$ cat src/rtl/addsub_shared_scheduler.sv
// addsub_shared_scheduler
// Shares one no-carry adder/subtractor (+/-A +/-B mod 2^WORD_WIDTH) among
// REQUESTERS clients through a round-robin arbiter and a 2-stage pipeline
// (S1 = operands, S2 = sum). Each result carries its requester index.
//
// Ports:
//   clock, reset_n                      clock, async active-low reset
//   req_valid/req_ready   [REQUESTERS]  per-client handshake (ready is combinational)
//   req_A/req_B           [R*W]         client i operands at [i*W +: W]
//   req_A_negative/_B_negative [R]      negate flags
//   result, result_id, result_valid     registered result, tag and valid
//   result_ready                        downstream accept
//   result_overflow                     only when ADDSUB_SCHED_OVERFLOW_EN is defined
//
// Optional feature macro: ADDSUB_SCHED_OVERFLOW_EN (signed overflow flag).
module addsub_shared_scheduler #(
  parameter int unsigned WORD_WIDTH = 36,
  parameter int unsigned REQUESTERS = 4,
  parameter int unsigned ID_WIDTH   = 2
) (
  input  logic                             clock,
  input  logic                             reset_n,
  input  logic [REQUESTERS-1:0]            req_valid,
  output logic [REQUESTERS-1:0]            req_ready,
  input  logic [REQUESTERS*WORD_WIDTH-1:0] req_A,
  input  logic [REQUESTERS-1:0]            req_A_negative,
  input  logic [REQUESTERS*WORD_WIDTH-1:0] req_B,
  input  logic [REQUESTERS-1:0]            req_B_negative,
  output logic [WORD_WIDTH-1:0]            result,
  output logic [ID_WIDTH-1:0]              result_id,
  output logic                             result_valid,
  input  logic                             result_ready
`ifdef ADDSUB_SCHED_OVERFLOW_EN
  ,
  output logic                             result_overflow
`endif
);

  localparam int unsigned W = WORD_WIDTH;

  logic [ID_WIDTH-1:0]   rr_ptr;
  logic [REQUESTERS-1:0] masked;
  logic [REQUESTERS-1:0] pick;
  logic [REQUESTERS-1:0] grant;
  logic [ID_WIDTH-1:0]   grant_id;
  logic                  found;
  logic [W-1:0]          sel_a;
  logic [W-1:0]          sel_b;
  logic                  sel_an;
  logic                  sel_bn;

  logic                  s1_valid;
  logic [W-1:0]          s1_a;
  logic [W-1:0]          s1_b;
  logic                  s1_an;
  logic                  s1_bn;
  logic [ID_WIDTH-1:0]   s1_id;

  logic                  adv1;
  logic                  adv2;
  logic                  transfer;
  logic [W-1:0]          sum;

  // Round-robin pick: prefer requesters at or above rr_ptr, else wrap to the lowest.
  always_comb begin
    masked   = req_valid;
    pick     = '0;
    grant    = '0;
    grant_id = '0;
    found    = 1'b0;
    sel_a    = '0;
    sel_b    = '0;
    sel_an   = 1'b0;
    sel_bn   = 1'b0;
    for (int unsigned j = 0; j < REQUESTERS; j++) begin
      if (j < 32'(rr_ptr)) masked[j] = 1'b0;
    end
    pick = (masked != '0) ? masked : req_valid;
    for (int unsigned j = 0; j < REQUESTERS; j++) begin
      if (!found && pick[j]) begin
        found    = 1'b1;
        grant[j] = 1'b1;
        grant_id = ID_WIDTH'(j);
        sel_a    = req_A[j*W +: W];
        sel_b    = req_B[j*W +: W];
        sel_an   = req_A_negative[j];
        sel_bn   = req_B_negative[j];
      end
    end
  end

  // Pipeline enables; ready is forced low while reset is asserted.
  assign adv2      = !result_valid || result_ready;
  assign adv1      = !s1_valid || adv2;
  assign req_ready = reset_n ? (grant & {REQUESTERS{adv1}}) : '0;
  assign transfer  = |req_ready;

  // Conditional negation folded into the add as invert-plus-one.
  assign sum = (s1_a ^ {W{s1_an}}) + (s1_b ^ {W{s1_bn}}) + W'(s1_an) + W'(s1_bn);

`ifdef ADDSUB_SCHED_OVERFLOW_EN
  logic [W+1:0] a_ext;
  logic [W+1:0] b_ext;
  logic [W+1:0] exact;
  logic         ovf;

  // Exact signed sum in W+2 bits; overflow when the top three bits disagree.
  always_comb begin
    a_ext = {{2{s1_a[W-1]}}, s1_a};
    b_ext = {{2{s1_b[W-1]}}, s1_b};
    if (s1_an) a_ext = -a_ext;
    if (s1_bn) b_ext = -b_ext;
    exact = a_ext + b_ext;
    ovf   = !((exact[W+1:W-1] == 3'b000) || (exact[W+1:W-1] == 3'b111));
  end
`endif

  // Arbiter pointer advances past the client just accepted.
  always_ff @(posedge clock or negedge reset_n) begin
    if (!reset_n) begin
      rr_ptr <= '0;
    end else if (transfer) begin
      rr_ptr <= (32'(grant_id) == REQUESTERS - 1) ? '0 : grant_id + ID_WIDTH'(1);
    end
  end

  // S1: operand capture.
  always_ff @(posedge clock or negedge reset_n) begin
    if (!reset_n) begin
      s1_valid <= 1'b0;
      s1_a     <= '0;
      s1_b     <= '0;
      s1_an    <= 1'b0;
      s1_bn    <= 1'b0;
      s1_id    <= '0;
    end else if (adv1) begin
      s1_valid <= transfer;
      if (transfer) begin
        s1_a  <= sel_a;
        s1_b  <= sel_b;
        s1_an <= sel_an;
        s1_bn <= sel_bn;
        s1_id <= grant_id;
      end
    end
  end

  // S2: result register, held while downstream stalls.
  always_ff @(posedge clock or negedge reset_n) begin
    if (!reset_n) begin
      result       <= '0;
      result_id    <= '0;
      result_valid <= 1'b0;
`ifdef ADDSUB_SCHED_OVERFLOW_EN
      result_overflow <= 1'b0;
`endif
    end else if (adv2) begin
      result       <= sum;
      result_id    <= s1_id;
      result_valid <= s1_valid;
`ifdef ADDSUB_SCHED_OVERFLOW_EN
      result_overflow <= ovf;
`endif
    end
  end

endmodule

$ cat config.mk
export PLATFORM = sky130hd
export DESIGN_NAME = addsub_shared_scheduler
export DESIGN_NICKNAME = d
export VERILOG_FILES = /design/src/rtl/addsub_shared_scheduler.sv
export SDC_FILE = /design/constraint.sdc
export NUM_CORES = 1
export LEC_CHECK = 0
export ABC_AREA = 1
export CORE_ASPECT_RATIO = 0.75
export CORE_MARGIN = 2
export CORE_UTILIZATION = 48
export CTS_CLUSTER_DIAMETER = 100
export DETAILED_ROUTE_END_ITERATION = 12
export PLACE_DENSITY = 0.94
export SETUP_SLACK_MARGIN = 0.1
export SLEW_MARGIN = 20
export SYNTH_ARGS = -nofsm -noshare
export SYNTH_HDL_FRONTEND = slang
export SYNTH_SLANG_ARGS = --single-unit
$ cat constraint.sdc
create_clock -name clock -period 3.1 [get_ports clock]
set_input_delay 0.93 -clock clock [delete_from_list [all_inputs] [get_ports clock]]
set_output_delay 0.93 -clock clock [all_outputs]
set_load 0.02 [all_outputs]
# Word-level counts from Yosys, hierarchy flattened
# Index checks and enable logic that the tools add are counted.
[totals]
ff_bits = 118
in_bits = 303
output_inout_bits = 43
word_cells = 65
[op_classes]
addsub = 4
n_lt_le_gt_ge = 3
n_eq_ne = 1
mux = 31
bitwise = 3
reduce_logical = 13
[op_table]
columns = ["op", "count"]
rows = [
  ["36-bit two-way mux", 8],
  ["36-bit by 1-bit adder with 36-bit output", 2],
  ["36-bit bitwise XOR", 2],
  ["36-bit adder", 1],
  ["1-bit two-way mux", 18],
  ["2-bit two-way mux", 3],
  ["1-bit logical NOT", 5],
  ["4-bit AND", 1],
  ["1-bit by 2-bit less-than comparator with 1-bit output (first input constant)", 2],
  ["4-bit two-way mux", 1],
  ["4-bit nonzero test", 1],
  ["4-bit OR reduction", 1],
  ["1-bit logical AND", 3],
  ["3-bit two-way mux", 1],
  ["2-bit by 1-bit adder with 2-bit output (second input constant)", 1],
  ["2-bit equality test (second input constant)", 1],
  ["1-bit logical OR", 2],
  ["2-bit less-than comparator (first input constant)", 1],
  ["2-bit AND reduction", 1],
]

# Longest topological paths before layout
[depth]
word_depth = 18
mapped_depth = 18
depth_no_buf = 16

# Least setup slack after synthesis
# No wires, ideal clock.
[synth_timing]
kind = "input-to-output"
from = "in req_valid[1]"
to = "out req_ready[0]"
arrival_ps = 2135
required_ps = 2170
setup_slack_ps = 35
cell_stages = 9
path_buffers = 2
cell_sequence = "nand2_1 -> nand2_1 -> nor2_2 -> nand2_1 -> nand2_2 -> inv_2 -> buf_2 -> clkbuf_1 -> nor2_1"
[synth_via]
elab_chain_len = 6
[synth_rtl]
columns = ["item", "line", "rtl"]
rows = [
  ["start: declaration", "23", "input logic [REQUESTERS-1:0] req_valid,"],
  ["1-bit two-way mux", "76", "if (j < 32'(rr_ptr)) masked[j] = 1'b0;"],
  ["4-bit nonzero test", "78", "pick = (masked != '0) ? masked : req_valid;"],
  ["3-bit two-way mux", "78", ""],
  ["1-bit two-way mux", "80", "if (!found && pick[j]) begin"],
  ["4-bit AND", "95", "assign req_ready = reset_n ? (grant & {REQUESTERS{adv1}}) : '0;"],
  ["4-bit two-way mux", "95", ""],
  ["end: declaration", "24", "output logic [REQUESTERS-1:0] req_ready,"],
]
# No other way between the ends.

# Worst setup path after layout
[layout_timing]
from = "in result_ready"
to = "out req_ready[3]"
[layout_via]
elab_chain_len = 4
[layout_rtl]
columns = ["item", "line", "rtl"]
rows = [
  ["start: declaration", "32", "input logic result_ready"],
  ["1-bit logical OR", "93", "assign adv2 = !result_valid || result_ready;"],
  ["1-bit logical OR", "94", "assign adv1 = !s1_valid || adv2;"],
  ["4-bit AND", "95", ""],
  ["4-bit two-way mux", "95", ""],
]
# No other way between the ends.

==> flow_summary_export.csv <==
group,metric,value,unit
die,dieArea,0.0233,sq mm
route,wl_per_cell,17.3,um
route,antenna_left,0,
setup_path,cp_max_fo,5,
logic_synthesis,synth.cell_area,0.0106,sq mm
final_layout,final_util,71.8,%
timing,hold_violations,0,
timing,slew_headroom,44.9,%
min_path,hp-class,"register to register",
global_route,grt_pass1_wl,62000,um
place,dp_slack,-721,ps
clocking,numCtsBuffers,17,
logic_synthesis,synthTopCellsByArea,"dfrtp_1 (28%), nand2_1 (22%), nand3_1 (13%), ha_1 (8.1%), xor2_1 (5.9%)",
route,drc_errors,0,
route,avgViaCountPerCell,5.41,
setup_path,cp.arrival,2040,ps
timing,layout_worst_path_cycle_share,95.9,%
run_status,outcome,"finished, final reports clean",
global_route,grt_max_degree,116,
logic_synthesis,async_flop_share,100,%
route,first_pass_iters,5,
clocking,tritoncts,"done",
final_layout,nets,2407,
logic_synthesis,synth.distinct_cells,31,
logic_synthesis,synth_flop_cell,"dfrtp_1",
global_route,grt_busiest_layer,"met2",
global_route,grt_util_met2,52.8,%
clocking,postCtsHoldBufs,0,
global_route,use_met1,45.9,%
clocking,cts_root_buf,"clkbuf_16",
die,floorplan.initialDensity,48.5,%
timing,worst_pin_slew,827,ps
setup_path,worst_setup_path_end_kind,"output port",
logic_synthesis,synth.most_common_cell,"nand2_1",
setup_path,reg2reg_slack,140,ps
flow_run,max_cap_violations,0,
clocking,clk_latency,430,ps
logic_synthesis,syn-instance-count,1676,
global_route,grt_util_all_layers,33.7,%
final_layout,drive_gt1_share,9.57,%
die,fp.dieH,133,um
logic_synthesis,synth_area_per_cell,6.32,sq um
logic_synthesis,synth.yosys.warnings,0,
setup_path,cp-start-kind,"primary input",
timing,finalCriticalPeriod,2970,ps
logic_synthesis,synthesis.nets,2049,
timing,fmax,0.336,GHz
die,ios,346,
setup_path,crit_type,"primary input to output port",
timing,setup_slack,126,ps
clocking,cts.clk_slew.worst_paths,50,ps
route,dr.first_iter.drc_count,1057,
route,vias,12700,
place,dp_hpwl,30800,um
global_route,antenna_found_initial,2,
setup_path,cp.required,2170,ps
place,place_congestion,0.992,
route,totalWireLength,40600,um
timing,finClkSkew,14.4,ps
logic_synthesis,ys_seq_elements,118,
global_route,grt_pass1_vias,12100,
timing,finalSetupViolations,0,
clocking,max-clock-path-buffers,2,
die,dieWidth,176,um
timing,maxSlewViolCount,0,
logic_synthesis,yosysTopAreaCell,"dfrtp_1",
logic_synthesis,synth_edf_count,0,
place,port_buffers,345,
final_layout,syn2layout_area_growth,48.2,%
logic_synthesis,synth_seq_area_share,27.9,%
global_route,overflow,0,
clocking,htreeDepth,4,
global_route,grtUsageMet3,8.25,%
logic_synthesis,synthTopCellsByCount,"nand2_1 (618), nand3_1 (283), inv_1 (145), nor2_1 (129), dfrtp_1 (118)",
logic_synthesis,netlist.area_leader.share,27.9,%
timing,rsz0062_at_grt,"true",
die,core,0.0219,sq mm
clocking,cts.sinks,118,
die,rows,47,
==> per-stage QoR <==
step	cell area (sq um)	hold slack (ps)	TNS [ps]	cells
final	15700	479	0	2342
after global placement	14500	464	-12350	2277
after floorplan	10600	440	0	1676
after global routing	15700	490	0	2342
after detailed placement	14500	468	-17640	2277
after CTS	15200	483	0	2324
==> state kept, by name, summed over array words and instances (netlist names) <==
name,count
s1_a,36
s1_id,2
s1_an,1
s1_valid,1
rr_ptr,2
result_valid,1
s1_bn,1
result,36
result_id,2
s1_b,36
==> worst paths after layout <==
check	cells after the start	end	start
max in group asynchronous	3	s1_bn	reset_n
min in group asynchronous	2	s1_a[4]	reset_n
setup reg to reg	12	result[16]	s1_bn
setup / recovery	6	req_ready[3]	result_ready
hold reg to reg	2	result[21]	result[21]
hold / removal	2	result[21]	result[21]
==> worst max-delay path: stages <==
cell and delay (ps):
clkdlybuf4s50_1 450, nor2_4 180, nand2_2 110, nand2_4 150
nor2_4 60, buf_4 160
==> what timing repair did <==
item | in CTS | in global routing
pin swaps | 8 | 11
gates resized for setup | 42 | 63
endpoints found under the setup margin | 9 | 99
buffers inserted | 15 | 9
cloned | 0 | 8
==> layout make-up <==
type,instances,area [sq um]
Antenna cell,1,2.50
Clock buffer,21,470
Clock inverter,11,148
Fill cell,1732,6170
Inverter,147,554
Multi-Input combinational cell,1325,6980
Sequential cell,118,2960
Tap cell,294,368
Timing Repair Buffer,425,4230
==> metal layers <==
metal / share of wire [%] / routed length (um) / vias up
met3: 8.4 / 3410 / 78
met5: 0.030 / 12 / -
met2: 46 / 18600 / 575
li1: - / - / 6082
met1: 43 / 17500 / 5934
met4: 2.6 / 1050 / 2
==> cell usage in the layout (no fill, tap or decap), drive strengths merged <==
cell type	n
nand4	41
clkinvlp	4
or2	3
nand2	622
clkdlybuf4s15	1
nand3	285
fa	1
xor2	71
o21bai	6
o21ai	31
inv	148
nor3	4
o21a	3
ha	69
a21oi	34
nand3b	2
clkbuf	30
mux2	1
buf	79
dfrtp	118
xnor2	18
nor2	131
bufinv	3
o211ai	2
clkdlybuf4s50	336
diode	1
and2	1
clkinv	3
==> cell families after synthesis <==
group / count (synthesis) / synth area share, %
flops: 118 / 27.9
simple gates: 1088 / 43.3
buf+inv: 234 / 9.15
xor+xnor: 89 / 7.35
compound gates: 76 / 3.85
mux: 1 / 0.106
fa+ha+maj: 70 / 8.33
Power is not shown: default switching activity piles up to over one toggle a cycle in this logic, so the estimate is an artifact.
